$ cat config.mk
export PLATFORM = sky130hd
export DESIGN_NAME = lsu_ctrl
export DESIGN_NICKNAME = d
export VERILOG_FILES = /design/src/rtl/lsu_ctrl.sv
export SDC_FILE = /design/constraint.sdc
export NUM_CORES = 1
export LEC_CHECK = 0
export ABC_AREA = 0
export CORE_UTILIZATION = 50
export DETAILED_ROUTE_END_ITERATION = 6
export PLACE_DENSITY_LB_ADDON = 0.1
export REMOVE_ABC_BUFFERS = 1
export SLEW_MARGIN = 10
export SYNTH_ARGS = -nofsm -noshare
export SYNTH_HDL_FRONTEND = slang
export SYNTH_SLANG_ARGS = --single-unit
$ cat constraint.sdc
create_clock -name clk -period 6.9 [get_ports clk]
set_clock_uncertainty 0.1 [all_clocks]
set_input_delay 0.69 -clock clk [delete_from_list [all_inputs] [get_ports clk]]
set_output_delay 0.69 -clock clk [all_outputs]
set_load 0.02 [all_outputs]
$ cat src/rtl/lsu_ctrl.sv
// rtl/lsu_ctrl.sv - load/store sequencer between MEM stage and data-memory bus
// Optional: LSU_MISALIGN_TRAP_EN faults split accesses instead of issuing two word transactions.
module lsu_ctrl #(
    parameter int AW = 32
) (
    input  logic          clk,
    input  logic          rst_n,
    input  logic          req_valid,
    input  logic          req_load,
    input  logic          req_store,
    input  logic [2:0]    funct3,
    input  logic [AW-1:0] req_addr,
    input  logic [31:0]   req_wdata,
    output logic          stall,
    output logic          done,
    output logic [31:0]   ld_data,
    output logic          misalign_fault,
    output logic          mem_req,
    output logic          mem_we,
    output logic [AW-1:0] mem_addr,
    output logic [3:0]    mem_wstrb,
    output logic [31:0]   mem_wdata,
    input  logic          mem_gnt,
    input  logic          mem_rvalid,
    input  logic [31:0]   mem_rdata
);

    localparam logic [2:0] S_IDLE  = 3'd0;
    localparam logic [2:0] S_REQ0  = 3'd1;
    localparam logic [2:0] S_WAIT0 = 3'd2;
    localparam logic [2:0] S_REQ1  = 3'd3;
    localparam logic [2:0] S_WAIT1 = 3'd4;
    localparam logic [2:0] S_DONE  = 3'd5;

    logic [2:0]    state_q, state_d;
    logic [AW-1:0] addr_q, addr_d;
    logic [2:0]    f3_q, f3_d;
    logic [31:0]   wdata_q, wdata_d;
    logic [31:0]   word0_q, word0_d;
    logic [23:0]   word1_q, word1_d;
    logic          load_q, load_d;
    logic          fault_q, fault_d;

    function automatic logic [2:0] size_of(input logic [2:0] f3);
        case (f3)
            3'd0, 3'd4: size_of = 3'd1;
            3'd1, 3'd5: size_of = 3'd2;
            default:    size_of = 3'd4;
        endcase
    endfunction

    logic          active;
    logic          in_split;
    logic [2:0]    q_size;
    logic [1:0]    q_off;
    logic          q_split;
    logic [3:0]    mask4;
    logic [7:0]    strb8;
    logic [63:0]   data64;
    logic [AW-1:0] base_addr;
    logic [31:0]   ld_shift;

    assign active   = req_valid & (req_load | req_store);
    assign in_split = ({1'b0, req_addr[1:0]} + size_of(funct3)) > 3'd4;
    assign q_size   = size_of(f3_q);
    assign q_off    = addr_q[1:0];
    assign q_split  = ({1'b0, q_off} + q_size) > 3'd4;
    assign mask4    = (q_size == 3'd1) ? 4'b0001 : (q_size == 3'd2) ? 4'b0011 : 4'b1111;
    assign strb8    = {4'b0000, mask4} << q_off;
    assign data64   = {32'h0, wdata_q} << {q_off, 3'b000};
    assign base_addr = {addr_q[AW-1:2], 2'b00};

    // Right-justify the byte at addr; word1 only contributes bytes that crossed the word boundary.
    always_comb begin
        ld_shift = word0_q;
        case (q_off)
            2'd1:    ld_shift = {word1_q[7:0],  word0_q[31:8]};
            2'd2:    ld_shift = {word1_q[15:0], word0_q[31:16]};
            2'd3:    ld_shift = {word1_q[23:0], word0_q[31:24]};
            default: ld_shift = word0_q;
        endcase
    end

    always_comb begin
        state_d = state_q;
        addr_d  = addr_q;
        f3_d    = f3_q;
        wdata_d = wdata_q;
        word0_d = word0_q;
        word1_d = word1_q;
        load_d  = load_q;
        fault_d = fault_q;
        case (state_q)
            S_IDLE: begin
                if (active) begin
                    addr_d  = req_addr;
                    f3_d    = funct3;
                    wdata_d = req_wdata;
                    load_d  = req_load;
                    word0_d = '0;
                    word1_d = '0;
                    fault_d = 1'b0;
                    state_d = S_REQ0;
`ifdef LSU_MISALIGN_TRAP_EN
                    if (in_split) begin
                        fault_d = 1'b1;
                        state_d = S_DONE;
                    end
`else
                    if (in_split) begin
                        state_d = S_REQ0;
                    end
`endif
                end
            end
            S_REQ0: begin
                if (mem_gnt) begin
                    if (load_q)       state_d = S_WAIT0;
                    else if (q_split) state_d = S_REQ1;
                    else              state_d = S_DONE;
                end
            end
            S_WAIT0: begin
                if (mem_rvalid) begin
                    word0_d = mem_rdata;
                    state_d = q_split ? S_REQ1 : S_DONE;
                end
            end
            S_REQ1: begin
                if (mem_gnt) state_d = load_q ? S_WAIT1 : S_DONE;
            end
            S_WAIT1: begin
                if (mem_rvalid) begin
                    word1_d = mem_rdata[23:0];
                    state_d = S_DONE;
                end
            end
            S_DONE:  state_d = S_IDLE;
            default: state_d = S_IDLE;
        endcase
    end

    always_ff @(posedge clk or negedge rst_n) begin
        if (!rst_n) begin
            state_q <= S_IDLE;
            addr_q  <= '0;
            f3_q    <= '0;
            wdata_q <= '0;
            word0_q <= '0;
            word1_q <= '0;
            load_q  <= 1'b0;
            fault_q <= 1'b0;
        end else begin
            state_q <= state_d;
            addr_q  <= addr_d;
            f3_q    <= f3_d;
            wdata_q <= wdata_d;
            word0_q <= word0_d;
            word1_q <= word1_d;
            load_q  <= load_d;
            fault_q <= fault_d;
        end
    end

    // stall is gated by rst_n so every output reads 0 while reset is held.
    assign done    = (state_q == S_DONE);
    assign stall   = rst_n & active & ~done;
    assign ld_data = (done & ~fault_q) ? ld_shift : 32'h0;
    assign mem_req = (state_q == S_REQ0) | (state_q == S_REQ1);
    assign mem_we  = mem_req & ~load_q;
    assign mem_addr  = (state_q == S_REQ0) ? base_addr :
                       (state_q == S_REQ1) ? base_addr + AW'(4) : '0;
    assign mem_wstrb = ~mem_we ? 4'b0000 :
                       (state_q == S_REQ1) ? strb8[7:4] : strb8[3:0];
    assign mem_wdata = ~mem_we ? 32'h0 :
                       (state_q == S_REQ1) ? data64[63:32] : data64[31:0];

`ifdef LSU_MISALIGN_TRAP_EN
    assign misalign_fault = done & fault_q;
`else
    assign misalign_fault = 1'b0;
`endif

endmodule

==> results of run 1 <==
[layout by cell type (no fill, tap or decap), types with 2 or more instances in the layout]
cell             instances
nand2_1                 36
or4_1                   10
nor2_2                   2
nor4_1                   3
clkbuf_16               17
clkinv_2                 5
xor2_1                   5
or3_1                   10
mux2i_1                 27
buf_4                   11
a21oi_1                 46
ha_1                     4
nor2_1                  48
nand4_1                 61
mux2_2                  72
nand3_1                 12
a22oi_1                  4
inv_1                   35
a211oi_1                 8
dfrtp_1                123
clkinvlp_4               4
and2_1                   3
nor2b_1                 32
nand2b_1                18
mux4_2                  32
o31ai_1                  9
clkbuf_8                 2
dfrtp_2                  2
xnor2_1                  5
conb_1                   3
clkdlybuf4s50_1        204
and3_1                   3
and4_1                   3
nor3_1                  28
o21ai_0                 46
a21bo_2                 32
[registers in the layout (all words and copies together), names as in the netlist]
name / cells
state_q: 3
word0_q: 32
wdata_q: 32
word1_q: 24
f3_q: 2
load_q: 1
addr_q: 32
[cell type report]
cell class                 instances  area (µm²)  area share (%)
multi-input combinational        572        4452           41.60
sequential                       126        3159           29.52
timing repair buffer             217        2141           20.00
clock buffer                      20       456.7           4.268
tap                              211       264.0           2.467
inverter                          36       135.1           1.263
clock inverter                    11       93.84          0.8769
[final timing paths]
| kind | end | slack, ps | cells past startpoint |
|---|---|---|---|
| worst max register to register | word1_q[16] | 3770 | 4 |
| worst min-delay path | word0_q[6] | 170 | 1 |
| worst max-delay path | mem_wdata[30] | 2380 | 10 |
| max in group asynchronous | addr_q[0] | 5230 | 2 |
| worst min register to register | word0_q[3] | 390 | 1 |
| min in group clk | word0_q[3] | 390 | 1 |
[synthesized netlist by cell type (3+ instances only)]
master	number
nand3_1	12
nand2b_1	18
nand4_1	61
a21oi_1	46
or4_1	10
nor3_1	28
a21bo_2	32
and2_1	3
nor2b_1	32
ha_1	4
mux4_2	32
xor2_1	5
or3_1	10
inv_1	35
and4_1	3
dfrtp_1	126
o21ai_0	46
a22oi_1	4
clkbuf_1	53
mux2i_1	27
buf_1	7
mux2_2	72
nor2_1	50
a211oi_1	8
nor4_1	3
o31ai_1	9
buf_4	3
buf_2	10
xnor2_1	5
and3_1	3
nand2_1	36
[power by group through the flow]
| stage | Clock [mW] | Combinational (mW) | Sequential [mW] |
|---|---|---|---|
| 6_report | 0.829 | 2.43 | 1.52 |
| 5_1_grt | 0.877 | 2.63 | 1.58 |
| 3_3_place_gp | 0 | 2.39 | 1.50 |
| 2_1_floorplan | 0 | 1.63 | 1.46 |
| 3_5_place_dp | 0 | 2.43 | 1.52 |
| 4_1_cts | 0.844 | 2.45 | 1.51 |
[cell families (layout without fill, tap and decap cells)]
group / count (synthesis) / after routing / synth area share [%]
simple gates: 274 / 274 / 18.63
compound gates: 149 / 149 / 12.11
mux: 131 / 131 / 22.44
flops: 126 / 126 / 39.28
buf+inv: 110 / 284 / 5.533
xor+xnor: 10 / 10 / 1.091
fa+ha+maj: 5 / 5 / 0.8729
other cells: 1 / 3 / 0.04671
[worst max-delay path: stages, from the launching register on]
cell,delay (ps)
dfrtp_1,700
buf_4,360
nand2b_1,140
buf_4,330
inv_1,190
nand2b_1,110
buf_4,300
inv_1,120
nand2_1,350
a211oi_1,110
clkdlybuf4s50_1,600
[per-stage QoR]
step           util [%]  setup slack [ps]  hold slack [ps]  cells
2_1_floorplan         -              1293            294.4    734
3_3_place_gp      65.80              2863            371.6   1162
3_5_place_dp      65.80              2858            375.7   1162
4_1_cts           69.37              2362            199.9   1193
5_1_grt           69.37              2090            222.2   1193
6_report          69.37              2381            171.2   1193
[layer usage]
metal | vias up | part of all wire [%] | global-route usage (%)
li1 | 3286 | - | -
met1 | 3421 | 43 | 34.62
met2 | 255 | 48 | 43.05
met3 | 34 | 6.6 | 6.611
met4 | 0 | 2.2 | 9.896
met5 | - | 0 | 0
==> flow_summary.toml, run 1 <==
[outcome]
status = "completed"

[routing]
drt_iter0_drc = 505
route.detailed.drc = 0
routed_wirelength_mm = 21.17
avgRoutedWirePerCell_um = 17.74
first_pass_iters = 5
viasPerCell = 5.864
antenna_left = 0
vias = 6996

[global_route]
antenna_found_initial = 0
grt_max_degree = 82
grt.total_usage_pct = 26.59
overflow = 0
grt_pass1_vias = 6633
grt_pass1_wl_mm = 34.19

[clock_tree]
clock-sinks = 126
cts_max_level = 4
cts-resized-gates = 0
cts_hold_buf = 0
clk_latency_ps = 410
root_buffer = "clkbuf_16"
cts_setup_buffers = 0
cts_buffers = 17
cts_tree = "yes"
clock_path_buffers = 2
clkTransAtPathRegs_ps = 60

[critical_path]
crit_path_start = "state_q[2]"
worstPathRequired_ps = 6110
worstPathMaxFanout = 30
cp.arrival_ps = 3730
timing_worst_setup_path_type = "reg -> out"
crit_path_end_kind = "output port"
r2r_start = "state_q[1]"
worstSetupStartpointType = "flop"

[floorplanning]
die_h_um = 128.7
die_area_um2 = 16570
rows = 45
fp.dieW_um = 128.7
ios = 211
initial_core_util_pct = 52.04
coreArea_um2 = 15430

[hold_path]
hold_path.class = "in -> async"

[layout]
diodes = 0
finalInstanceArea_um2 = 10700
drive_above_1_share_pct = 18.94
fillers = 1255
area_growth_pct = 33.31
fin_nets = 1081

[timing]
tightest_slew_ps = 1143
tns_ps = 0
finalSetupViolCount = 0
slew_viol_final = 0
min_period_over_period_pct = 65.50
rsz0062_at_grt = "no"
slew_headroom_pct = 23.72
fin_crit_ps = 4519
fmax_ghz = 0.2213
hold_viol_final = 0

[placement]
gp_congestion = 0.7937
io_buffers = 206
hpwl_mm = 13.50
post_dp_cell_area_um2 = 10150

[synthesis]
yosys_warnings = 0
synth_area_leader_cell = "dfrtp_1"
yosysTopAreaCellShare_pct = 39.28
ys.flop_type = "dfrtp_1"
synthDistinctLibCells = 44
syn_avg_cell_area_um2 = 9.960
synth_cells = 806
synth_area_leaders = "dfrtp_1 39%, mux2_2 10%, mux4_2 9.0%, nand4_1 4.8%, a21bo_2 4.0%"
synth_enable_flop_cells = 0
yosys_register_bits = 126
async_flop_share_pct = 100.0
ys_seq_area_share_pct = 39.28
synth.cell_area_um2 = 8028

[pwr]
p_clk_share_pct = 17.3
p_switching_mw = 1.943
p_sw_share_pct = 40.67
power_mw = 4.779
combPwrFrac_pct = 50.9
share_seq_of_total_power_pct = 31.7
power.density_nw_per_um2 = 446.6
internal_power_mw = 2.835
leakagePower_nw = 4.185
vdd_drop_max_mv = 0.2781

[job]
maxCapViolations = 0
(Power assumes the default switching activity.)
==> inputs of run 2 (changes only) <==
--- a/config.mk
+++ b/config.mk
@@ -6,7 +6,7 @@
 export NUM_CORES = 1
 export LEC_CHECK = 0
 export ABC_AREA = 0
-export CORE_UTILIZATION = 50
+export CORE_UTILIZATION = 45
 export DETAILED_ROUTE_END_ITERATION = 6
 export PLACE_DENSITY_LB_ADDON = 0.1
 export REMOVE_ABC_BUFFERS = 1
==> constraint.sdc (replaced) <==
create_clock -name clk -period 3.9 [get_ports clk]
set_clock_uncertainty 0.1 [all_clocks]
set_input_delay 0.39 -clock clk [delete_from_list [all_inputs] [get_ports clk]]
set_output_delay 0.39 -clock clk [all_outputs]
set_load 0.02 [all_outputs]
==> flow_summary.toml, run 2 (synthesized netlist as in run 1, its figures left out) <==
[pwr]
vdd_drop_max_mv = 0.4012
leakagePower_nw = 4.292
p_switching_mw = 3.458
power.density_nw_per_um2 = 807.9
combPwrFrac_pct = 49.8
p_clk_share_pct = 20.0
p_sw_share_pct = 39.21
share_seq_of_total_power_pct = 30.2
power_mw = 8.819
internal_power_mw = 5.362

[hold_path]
hold_path.class = "reg -> reg"
min-delay-start = "word0_q[6]"

[timing]
rsz0062_at_grt = "no"
slew_headroom_pct = 26.95
hold_viol_final = 0
fin_crit_ps = 3682
fmax_ghz = 0.2716
tightest_slew_ps = 1084
tns_ps = 0
finalSetupViolCount = 0
min_period_over_period_pct = 94.41
slew_viol_final = 0

[floorplanning]
coreArea_um2 = 17360
die_area_um2 = 18380
ios = 211
rows = 48
initial_core_util_pct = 46.25
fp.dieW_um = 135.6
die_h_um = 135.6

[global_route]
grt_pass1_vias = 6644
grt_max_degree = 68
grt.total_usage_pct = 24.63
antenna_found_initial = 0
overflow = 0
grt_pass1_wl_mm = 34.84

[critical_path]
worstSetupStartpointType = "flop"
path_cells = "nand4_4, or4_1, or4_1, a21oi_1, clkdlybuf4s50_1"
r2r_start = "addr_q[0]"
worstPathRequired_ps = 3410
cp.arrival_ps = 3190
crit_path_end_kind = "output port"
worstPathMaxFanout = 14
path_buf_inv = 1
timing_worst_setup_path_type = "reg -> out"
slowest_stage = "or4_1"
crit_top_cell = "or4_1"
slowest_delay_ps = 780
critical-path-top-delay-family = "simple AND/OR/NAND/NOR gates"
crit_path_start = "addr_q[5]"

[routing]
avgRoutedWirePerCell_um = 17.80
drt_iter0_drc = 462
antenna_left = 0
route.detailed.drc = 0
first_pass_iters = 5
viasPerCell = 5.693
vias = 6923
routed_wirelength_mm = 21.65

[job]
maxCapViolations = 0

[layout]
diodes = 0
fin_nets = 1091
area_growth_pct = 35.99
top_regs = "addr_q: 32 flops, wdata_q: 32 flops, word0_q: 32 flops"
layout_commonest_cell = "clkdlybuf4s50_1"
mostFrequentLayoutCells = "204 x clkdlybuf4s50_1, 123 x dfrtp_1, 72 x mux2_2"
multiInputGateArea_um2 = 4461
fillers = 1479
seqCellArea_um2 = 3162
drive_above_1_share_pct = 19.58

[clock_tree]
clk_latency_ps = 420
clock_path_buffers = 2
clock-sinks = 126
cts_max_level = 4
cts_tree = "yes"
cts_buffers = 17
root_buffer = "clkbuf_16"
clkTransAtPathRegs_ps = 60

[placement]
gp_congestion = 0.8106
io_buffers = 206
hpwl_mm = 14.19

[outcome]
status = "completed"
run 2: through the flow:
stage          hold WS (ps)  area [µm²]  util, %  setup WS [ps]  std cells
5_1_grt               405.1       10920    62.90          63.84       1216
4_1_cts               388.8       10910    62.85          115.7       1216
6_report              387.3       10920    62.90          217.9       1216
2_1_floorplan        -5.591        7726        -          -1707        734
3_5_place_dp          318.8       10250    59.06          570.5       1185
3_3_place_gp          318.0       10250    59.06          584.3       1185
run 2: cell type report:
| type | count | share of cell area, % |
|---|---|---|
| clock buffer | 24 | 4.504 |
| clock inverter | 6 | 1.421 |
| inverter | 36 | 1.238 |
| multi-input combinational | 572 | 40.86 |
| sequential | 126 | 28.96 |
| tap | 225 | 2.579 |
| timing repair buffer | 227 | 20.44 |
run 2: power groups by stage:
stage	Clock, mW	Sequential, mW	Combinational [mW]
after floorplan	0	2.58	2.88
after global placement	0	2.65	4.33
after detailed placement	0	2.68	4.40
after CTS	1.79	2.66	4.42
after global routing	1.86	2.78	4.73
final	1.76	2.66	4.39
run 2: repair_timing:
action                                  CTS  global route
hold endpoints to repair                 59             0
hold buffers                              1             0
setup buffers                             0             0
gates resized for setup                   0             2
endpoints found under the setup margin    0             6
run 2: layer usage:
metal / part of all wire (%) / track usage [%] / wire length [µm]
met5: 0 / 0 / 0
met4: 1.6 / 8.489 / 351
met3: 6.7 / 6.061 / 1454
met2: 48 / 38.89 / 10410
met1: 44 / 32.88 / 9429
run 2: path summary, 6_finish.rpt:
check                          endpoint  slack [ps]  depth (start not counted)
max                        mem_addr[25]         220                          5
min                          word0_q[6]         390                          1
max reg2reg                  state_q[1]        1350                          7
min reg2reg                  word0_q[6]         390                          1
max in group asynchronous     addr_q[1]        1870                          3
min in group asynchronous   word0_q[29]         410                          2
